$ cat src/rtl/score_bcd_counter.sv
// Game score accumulator: turns hit/miss pulses into a 4-digit BCD score with a
// combo multiplier. Earned points are queued in a pending count and drained one per cycle.
module score_bcd_counter #(
    parameter int COMBO_STEP = 8,
    parameter int MAX_MULT   = 4,
    parameter int PEND_W     = 5
) (
    input  logic       clk,
    input  logic       reset,
    input  logic       hit,
    input  logic       miss,
    input  logic       clear,
    output logic [3:0] dig0,
    output logic [3:0] dig1,
    output logic [3:0] dig2,
    output logic [3:0] dig3,
    output logic [7:0] combo,
    output logic [2:0] multiplier,
    output logic       busy,
    output logic       saturated
);

    localparam int SUM_W = PEND_W + 3;
    localparam logic [SUM_W-1:0] PEND_MAX = SUM_W'((1 << PEND_W) - 1);

    logic [3:0]        digs [4];
    logic [3:0]        inc_digs [4];
    logic [PEND_W-1:0] pending;
    logic [7:0]        combo_steps;
    logic              drain;
    logic              award;
    logic              lands_on_top;
    logic [SUM_W-1:0]  pend_sum;
    logic [PEND_W-1:0] pend_next;
    logic              carry;

    always_comb begin
        combo_steps = combo / 8'(COMBO_STEP);
        if (combo_steps >= 8'(MAX_MULT - 1))
            multiplier = 3'(MAX_MULT);
        else
            multiplier = 3'(combo_steps) + 3'd1;
    end

    // Ripple the +1 through all four digits in one cycle, wrapping 9 -> 0.
    always_comb begin
        carry = 1'b1;
        for (int i = 0; i < 4; i++) begin
            inc_digs[i] = digs[i];
            if (carry) begin
                if (digs[i] == 4'd9) begin
                    inc_digs[i] = 4'd0;
                end else begin
                    inc_digs[i] = digs[i] + 4'd1;
                    carry       = 1'b0;
                end
            end
        end
    end

    always_comb begin
        drain        = (pending != '0) && !saturated;
        award        = hit && !miss && !saturated;
        lands_on_top = (digs[3] == 4'd9) && (digs[2] == 4'd9) &&
                       (digs[1] == 4'd9) && (digs[0] == 4'd8);
        pend_sum     = SUM_W'(pending) - SUM_W'(drain) + (award ? SUM_W'(multiplier) : '0);
        if (pend_sum > PEND_MAX)
            pend_next = PEND_MAX[PEND_W-1:0];
        else
            pend_next = pend_sum[PEND_W-1:0];
    end

    // Reaching 9999 freezes the score and throws away anything still queued.
    always_ff @(posedge clk) begin
        if (reset || clear) begin
            for (int i = 0; i < 4; i++) digs[i] <= 4'd0;
            combo     <= 8'd0;
            pending   <= '0;
            saturated <= 1'b0;
        end else begin
            if (miss)
                combo <= 8'd0;
            else if (hit && combo != 8'd255)
                combo <= combo + 8'd1;

            if (drain) begin
                for (int i = 0; i < 4; i++) digs[i] <= inc_digs[i];
            end

            if (drain && lands_on_top) begin
                saturated <= 1'b1;
                pending   <= '0;
            end else begin
                pending <= pend_next;
            end
        end
    end

    assign dig0 = digs[0];
    assign dig1 = digs[1];
    assign dig2 = digs[2];
    assign dig3 = digs[3];
    assign busy = (pending != '0);

endmodule

$ cat config.mk
export PLATFORM = sky130hd
export DESIGN_NAME = score_bcd_counter
export DESIGN_NICKNAME = d
export VERILOG_FILES = /design/src/rtl/score_bcd_counter.sv
export SDC_FILE = /design/constraint.sdc
export NUM_CORES = 1
export LEC_CHECK = 0
export BUFFER_PORTS_ARGS = -buffer_cell sky130_fd_sc_hd__buf_2
export CORE_ASPECT_RATIO = 1.5
export CORE_MARGIN = 2
export CORE_UTILIZATION = 25
export CTS_CLUSTER_DIAMETER = 80
export DETAILED_ROUTE_END_ITERATION = 10
export PLACE_DENSITY = 0.52
export SYNTH_ARGS = -nofsm -noshare
export SYNTH_HDL_FRONTEND = slang
export SYNTH_SLANG_ARGS = --single-unit
$ cat constraint.sdc
create_clock -name clk -period 4.15 [get_ports clk]
set_clock_uncertainty 0.1 [all_clocks]
set_input_delay 0.2075 -clock clk [delete_from_list [all_inputs] [get_ports clk]]
set_output_delay 0.2075 -clock clk [all_outputs]
set_load 0.02 [all_outputs]
==> impl_results.md, run 1 <==
* Endpoints failing hold at 0
* CTS sink cnt at 30
* Layout area overhead at 19.65%
* Die ar. at 7811 um^2
* Port bufs at 33
* Antenna viol nets, final at 0
* Cell count after synthesis at 176
* Headroom to the max-slew limit at 0.5157
* TNS Setup at 0 ns
* Clock latency at the later pin of the worst-skew pair at 0.28 ns
* Cell with the most instances after synthesis: nor2_1
* DP Cell Count at 286
* Final setup fails at 0
* CP cell instances: or4_4, o21bai_4, inv_1, ha_1, ha_1, inv_1, ha_1, a21o_1, a21oi_1, nor3_1, mux2i_1, a21oi_1
* RePlAce Congestion at 0.7323
* Wire length per cell at 11.96 um
* Clock slew at reported path FFs at 0.06 ns
* Initial antenna violation count at 0
* Crit-path most repeated cell: ha_1
* Post-synth top area cell: edfxtp_1
* Synth area leaders: edfxtp_1 (27%), dfxtp_1 (16%), ha_1 (11%), nor2_1 (5.7%), xor2_1 (4.9%)
* Fmax at 313.6 MHz
* TritonRoute pass-1 iters at 4
* Tcrit/Tclk final at 0.7684
* Most common flop cell mapped by yosys: edfxtp_1
* Ant. Diodes at 0
* Number of flops mapped to enable cells by yosys at 16
* Slew @ Worst Pin at 0.7203 ns
* CORE AREA at 6852 um^2
* Startpoint Class: flip-flop
* Via density at 4.524
* DR DRC count at 0
* DR iter-0 viols at 48
* Synthesized area per cell at 10.09 um^2
* Largest net degree at the start of global routing at 10
* Slew Viols, Final at 0
* Routed vias at 1330
* Setup repair bufs after CTS at 0
* Critical path peak fanout at 7
* Die height at 107.3 um
* Tmin final at 3.189 ns
* Syn Nets at 198
* Initial core utilization at 0.2593
* CTS tree: built
* Finished Core Util at 0.3103
* Yosys warning count at 0
* GR Overflow Total at 0
* IO Count at 34
* Crit path largest cell delay at 0.56 ns
* Post-CTS Hold Fix Bufs at 0
* Post-Layout Cell Count at 294
* Resize count post-CTS at 0
* Static Leak at 0.9243 nW
* Synth cell types at 38
* Top cell type's share of synthesized area at 0.2704
* Final Net Count at 237
* Worst path buffer plus inverter count at 2
* Critical path data arrival time at 3.24 ns
* Async S/R FF share, synth at 0
* HPWL reported at the end of detailed placement at 2784 um
* Die Wd at 72.83 um
* Critical path class: flip-flop to flip-flop
* Yosys reg bits at 30
* Worst Setup End Kind: flip-flop
* PD cells at 557.5 nW/um^2
* Top Family by Delay on Critical Path: compound AO/OA/AOI/OAI gates
* H-tree depth at 2
* Tot GR Track Use at 0.1032
* Rows at 37
* RSZ-0062 raised after global routing: no
* Cell Area, Synth at 1777 um^2
* CP max-delay cell: or4_4
* Fraction of layout cells with a size suffix above 1 at 0.2222
* Vias in the first global route at 1368
* Worst hold path type: input pin to flip-flop
* Top cells by count, synth: nor2_1 (27), edfxtp_1 (16), ha_1 (16), inv_1 (15), dfxtp_1 (14)
* Worst IR Drop VDD at 0.1991 mV
* Final WL at 3515 um
* WP data required at 4.21 ns
* Maximum clock path buffer count at 2
* Sequential area share after synthesis at 0.4282
* Num CTS Buffers at 5
* Status: finished, final reports clean
* Global-route wire length before repair at 6182 um
* Root Driver: clkbuf_8
* Max cap viols at 0
[placed cells by master, fill, tap and decap left out, types with 3 or more instances in the layout]
master	Yosys	routed
nor3_1	3	3
buf_2	0	33
nor3b_1	3	3
clkbuf_8	0	6
dfxtp_1	14	14
ha_1	16	16
nand2_1	11	11
xor2_1	10	10
a21oi_1	9	9
xnor2_1	8	8
nor2_1	27	27
nand3_1	5	5
nand2b_1	3	3
and3_1	4	4
edfxtp_1	16	16
inv_1	15	15
nand3b_1	5	5
[power breakdown]
| part | internal [mW] | leakage, nW | total [mW] | switching, mW |
|---|---|---|---|---|
| clock | 0.135 | 0.0455 | 0.239 | 0.104 |
| combinational | 0.218 | 0.588 | 0.509 | 0.291 |
| sequential | 0.375 | 0.291 | 0.437 | 0.0614 |
[area by class of cell]
cell class / count / area [um^2]
repair buffers: 33 / 165.2
well taps: 78 / 97.59
inverters: 15 / 56.30
clock buffers: 8 / 90.09
fillers: 745 / 4726
multi-input cells: 130 / 955.9
flip-flops and latches: 30 / 760.7
[per-stage QoR]
stage               setup WS, ns  hold slack (ns)  area [um^2]  total power, mW
floorplan                  1.143           0.3125         1777           0.8374
global placement          0.9849           0.4284         2036           0.9596
detailed placement        0.9537           0.4377         2036           0.9612
CTS                       0.9442           0.1648         2126            1.210
global route              0.7082           0.1951         2126            1.303
finish                    0.9613           0.1772         2126            1.185
[flip-flops by register name, summed over array words and instances (netlist names)]
register	cells
digs	16
saturated	1
combo	8
pending	5
[metal layers]
| layer | track usage | vias to the layer above | wire length [um] | share of wire |
|---|---|---|---|---|
| li1 | - | 687 | - | - |
| met1 | 0.1150 | 607 | 1530 | 0.44 |
| met2 | 0.1766 | 31 | 1766 | 0.50 |
| met3 | 0.02528 | 5 | 128 | 0.036 |
| met4 | 0.05556 | 0 | 89 | 0.025 |
| met5 | 0 | - | 0 | 0 |
[worst min-delay path, delay by kind of cell]
family | cells | cell delay (ns)
AOI/OAI and AO/OA | 2 | 0.17
buffers and inverters | 1 | 0.12
[final timing paths]
check	start	endpoint	slack, ns	cells after the start
worst min-delay path	hit	combo[4]$_SDFFE_PP0P_	0.18	3
worst min register to register	combo[1]$_SDFFE_PP0P_	combo[1]$_SDFFE_PP0P_	0.44	2
worst max-delay path	pending[2]$_SDFF_PP0_	pending[1]$_SDFF_PP0_	0.96	12
worst max register to register	pending[2]$_SDFF_PP0_	pending[1]$_SDFF_PP0_	0.96	12
[cell families after synthesis]
| logic type | after synthesis | share of synthesized area |
|---|---|---|
| multiplexers | 3 | 0.01761 |
| adder cells (fa/ha/maj) | 17 | 0.1239 |
| buffers and inverters | 16 | 0.03380 |
| AND/OR/NAND/NOR | 71 | 0.2148 |
| flip-flops | 30 | 0.4282 |
| XOR/XNOR | 18 | 0.08873 |
| AO/OA/AOI/OAI | 21 | 0.09297 |
Power figures use the tool's default switching activity.
==> run 2: changes to the inputs <==
--- a/config.mk
+++ b/config.mk
@@ -5,13 +5,14 @@
 export SDC_FILE = /design/constraint.sdc
 export NUM_CORES = 1
 export LEC_CHECK = 0
+export ABC_AREA = 1
 export BUFFER_PORTS_ARGS = -buffer_cell sky130_fd_sc_hd__buf_2
 export CORE_ASPECT_RATIO = 1.5
 export CORE_MARGIN = 2
 export CORE_UTILIZATION = 25
 export CTS_CLUSTER_DIAMETER = 80
 export DETAILED_ROUTE_END_ITERATION = 10
-export PLACE_DENSITY = 0.52
+export PLACE_DENSITY = 0.53
 export SYNTH_ARGS = -nofsm -noshare
 export SYNTH_HDL_FRONTEND = slang
 export SYNTH_SLANG_ARGS = --single-unit
==> constraint.sdc (replaced) <==
create_clock -name clk -period 2.7 [get_ports clk]
set_clock_uncertainty 0.1 [all_clocks]
set_input_delay 0.135 -clock clk [delete_from_list [all_inputs] [get_ports clk]]
set_output_delay 0.135 -clock clk [all_outputs]
set_load 0.02 [all_outputs]
==> run 2 against run 1 <==
Compared with the run above: via count increased by 20%; non-clock buffer count grew 7; sequential share of layout area shrank 4.1 points; clock-buffer cell count shrank 3; register-to-register slack got worse by 0.69 ns; synthesized cell count grew 36%; clock power rose by 120%; wire length is 14% higher; first-iteration DRC count shrank 31%; utilization is 0.99 points higher; maximum frequency is 31% higher.
==> impl_results.md, run 2 <==
* Status: finished, final reports clean
* Yosys reg bits at 30
* H-tree depth at 2
* P_sw at 0.8610 mW
* Worst setup startpoint: pending[1]$_SDFF_PP0_
* Initial core utilization at 0.2539
* Total power at 2.149 mW
* Slew Viols, Final at 0
* Largest net degree at the start of global routing at 11
* DP Cell Count at 378
* RePlAce Congestion at 0.8146
* CTS sink cnt at 30
* Final Net Count at 307
* Grt met1 use at 0.1167
* Endpoints failing hold at 0
* Clock slew at reported path FFs at 0.05 ns
* Die height at 111.0 um
* Register bank with the most flops: digs
* Via density at 4.129
* Worst Setup End Kind: flip-flop
* Number of flops mapped to enable cells by yosys at 16
* DP Area at 2226 um^2
* Most frequent cells in the layout: nand2_1 (49), inv_1 (37), buf_2 (33), nor2_1 (32), nand3_1 (20)
* Routed vias at 1602
* Critical path peak fanout at 5
* Grt met2 use at 0.1786
* Sequential area share after synthesis at 0.3987
* CP max-delay cell: fa_2
* Wire length per cell at 10.37 um
* Clock share of power at 0.247
* Tot GR Track Use at 0.1064
* TritonRoute pass-1 iters at 4
* GR Util met3 at 0.03273
* Internal Pwr Total at 1.288 mW
* PD cells at 893.2 nW/um^2
* WP data required at 2.77 ns
* Finished Cell Area at 2406 um^2
* IO Count at 34
* CP cell instances: nor2_4, nand4_2, nand2_2, inv_1, ha_2, inv_1, ha_2, inv_1, fa_2, inv_1, nand2_1, nand2_2, nand4_1, nand3_2, nand3_1, nand2_1, inv_1
* Root Driver: clkbuf_16
* Initial antenna violation count at 0
* Vias in the first global route at 1625
* Fin worst setup slack at 0.2670 ns
* DR iter-0 viols at 33
* GR Overflow Total at 0
* Synth area leaders: edfxtp_1 (25%), dfxtp_1 (15%), ha_1 (10%), nand2_1 (9.8%), inv_1 (7.5%)
* Headroom to the max-slew limit at 0.5833
* Global-route wire length before repair at 6913 um
* GRT Max-Usage Layer: met2
* Top cell type's share of synthesized area at 0.2518
* Comb power frac at 0.446
* Regs by FF count: digs x16, combo x8, pending x5
* Post-synth top area cell: edfxtp_1
* Worst hold path type: input pin to flip-flop
* CTS tree: built
* Num CTS Buffers at 5
* Critical path data arrival time at 2.50 ns
* Reg2Reg Setup Slack at 0.27 ns
* Crit path largest cell delay at 0.34 ns
* Max reg flops at 16
* Clock latency at the later pin of the worst-skew pair at 0.27 ns
* Critical path class: flip-flop to flip-flop
* DR DRC count at 0
* Maximum clock path buffer count at 2
* Cell with the most instances after synthesis: nand2_1
* Finished Core Util at 0.3202
* Slew @ Worst Pin at 0.6197 ns
* Tmin final at 2.433 ns
* Top cells by count, synth: nand2_1 (50), inv_1 (38), nor2_1 (33), nand3_1 (21)
* Final WL at 4022 um
* Fraction of layout cells with a size suffix above 1 at 0.2448
* Most common flop cell mapped by yosys: edfxtp_1
* Layout area overhead at 26.10%
* Commonest non-fill, non-tap cell in the layout: nand2_1
* Worst r2r src: pending[1]$_SDFF_PP0_
* Worst IR Drop VDD at 0.3108 mV
* R2R depth at 17
* HPWL reported at the end of detailed placement at 3140 um
* Die ar. at 8361 um^2
* Synthesized area per cell at 7.950 um^2
* Register area at 763.2 um^2
* Final setup fails at 0
* Async S/R FF share, synth at 0
* Static Leak at 1.131 nW
* Reg-to-Reg End: pending[2]$_SDFF_PP0_
* Setup slack at placement at 0.05840 ns
* Cell Area, Synth at 1908 um^2
* Port bufs at 33
* Post-Layout Cell Count at 388
* Startpoint Class: flip-flop
* CORE AREA at 7515 um^2
* Crit-path most repeated cell: inv_1
* Ant. Diodes at 0
* Area of the multi-input gates at 1010 um^2
* Antenna viol nets, final at 0
* Die Wd at 75.33 um
* Yosys warning count at 0
* Syn Nets at 262
* Fmax at 411.0 MHz
* Sequential share of power at 0.307
* Critical Path End: pending[2]$_SDFF_PP0_
* Tcrit/Tclk final at 0.9011
* Cell count after synthesis at 240
* Synth cell types at 27
* Max cap viols at 0
* Rows at 39
* Fillers at 844
* Sw Share at 0.4006
-- run 2: kinds of logic (layout without fill, tap and decap cells) --
| group | count (synthesis) | count (layout) | share of synthesized area |
|---|---|---|---|
| AOI/OAI and AO/OA | 13 | 13 | 0.03738 |
| xor gates and xnor gates | 14 | 14 | 0.06426 |
| adders and majority gates | 17 | 17 | 0.1154 |
| buffers and inverters | 41 | 87 | 0.08459 |
| DFF | 30 | 30 | 0.3987 |
| and+or+nand+nor | 125 | 125 | 0.2997 |
-- run 2: repair_timing --
| item | CTS | global route |
|---|---|---|
| resized for setup | 0 | 10 |
| hold buffers | 0 | 0 |
| setup buffers | 0 | 2 |
| setup endpoints to repair | 0 | 5 |
-- run 2: worst min-delay path by stage --
stage,start,endpoint,slack (ns),cells past startpoint
after detailed placement,clear,saturated$_SDFFE_PP0P_,0.40,4
after floorplan,reset,saturated$_SDFFE_PP0P_,0.25,3
after CTS,clear,saturated$_SDFFE_PP0P_,0.11,4
after global routing,clear,saturated$_SDFFE_PP0P_,0.13,4
final,clear,saturated$_SDFFE_PP0P_,0.10,4
after global placement,reset,saturated$_SDFFE_PP0P_,0.39,4
-- run 2: layer usage --
layer  vias to the layer above  part of all wire
met5                         -                 0
met4                         0             0.026
met3                         9             0.048
met2                        35              0.52
met1                       708              0.41
li1                        850                 -
-- run 2: area by class of cell --
class / instances / area share
clock buffer: 5 / 0.05200
clock inverter: 3 / 0.006760
inverter: 39 / 0.06084
multi-input combinational: 169 / 0.4197
sequential: 30 / 0.3172
tap: 102 / 0.05304
timing repair buffer: 40 / 0.09048
-- run 2: power by group through the flow --
stage / Combinational (mW) / Clock, mW / Sequential [mW]
floorplan: 0.631 / 0 / 0.721
global placement: 0.910 / 0 / 0.666
detailed placement: 0.917 / 0 / 0.668
CTS: 0.922 / 0.552 / 0.659
global route: 1.12 / 0.567 / 0.675
finish: 0.958 / 0.532 / 0.660
-- run 2: critical path, delay by kind of cell (launching register included) --
| kind | cells | cell delay [ns] |
|---|---|---|
| DFF | 1 | 0.33 |
| and+or+nand+nor | 9 | 0.86 |
| buffers and inverters | 5 | 0.25 |
| adders and majority gates | 3 | 0.79 |
-- run 2: per-stage QoR --
stage | TNS (ns) | hold WS (ns)
CTS | 0 | 0.1082
global placement | 0 | 0.3919
floorplan | 0 | 0.2495
global route | -0.01221 | 0.1323
finish | 0 | 0.1042
detailed placement | 0 | 0.3965
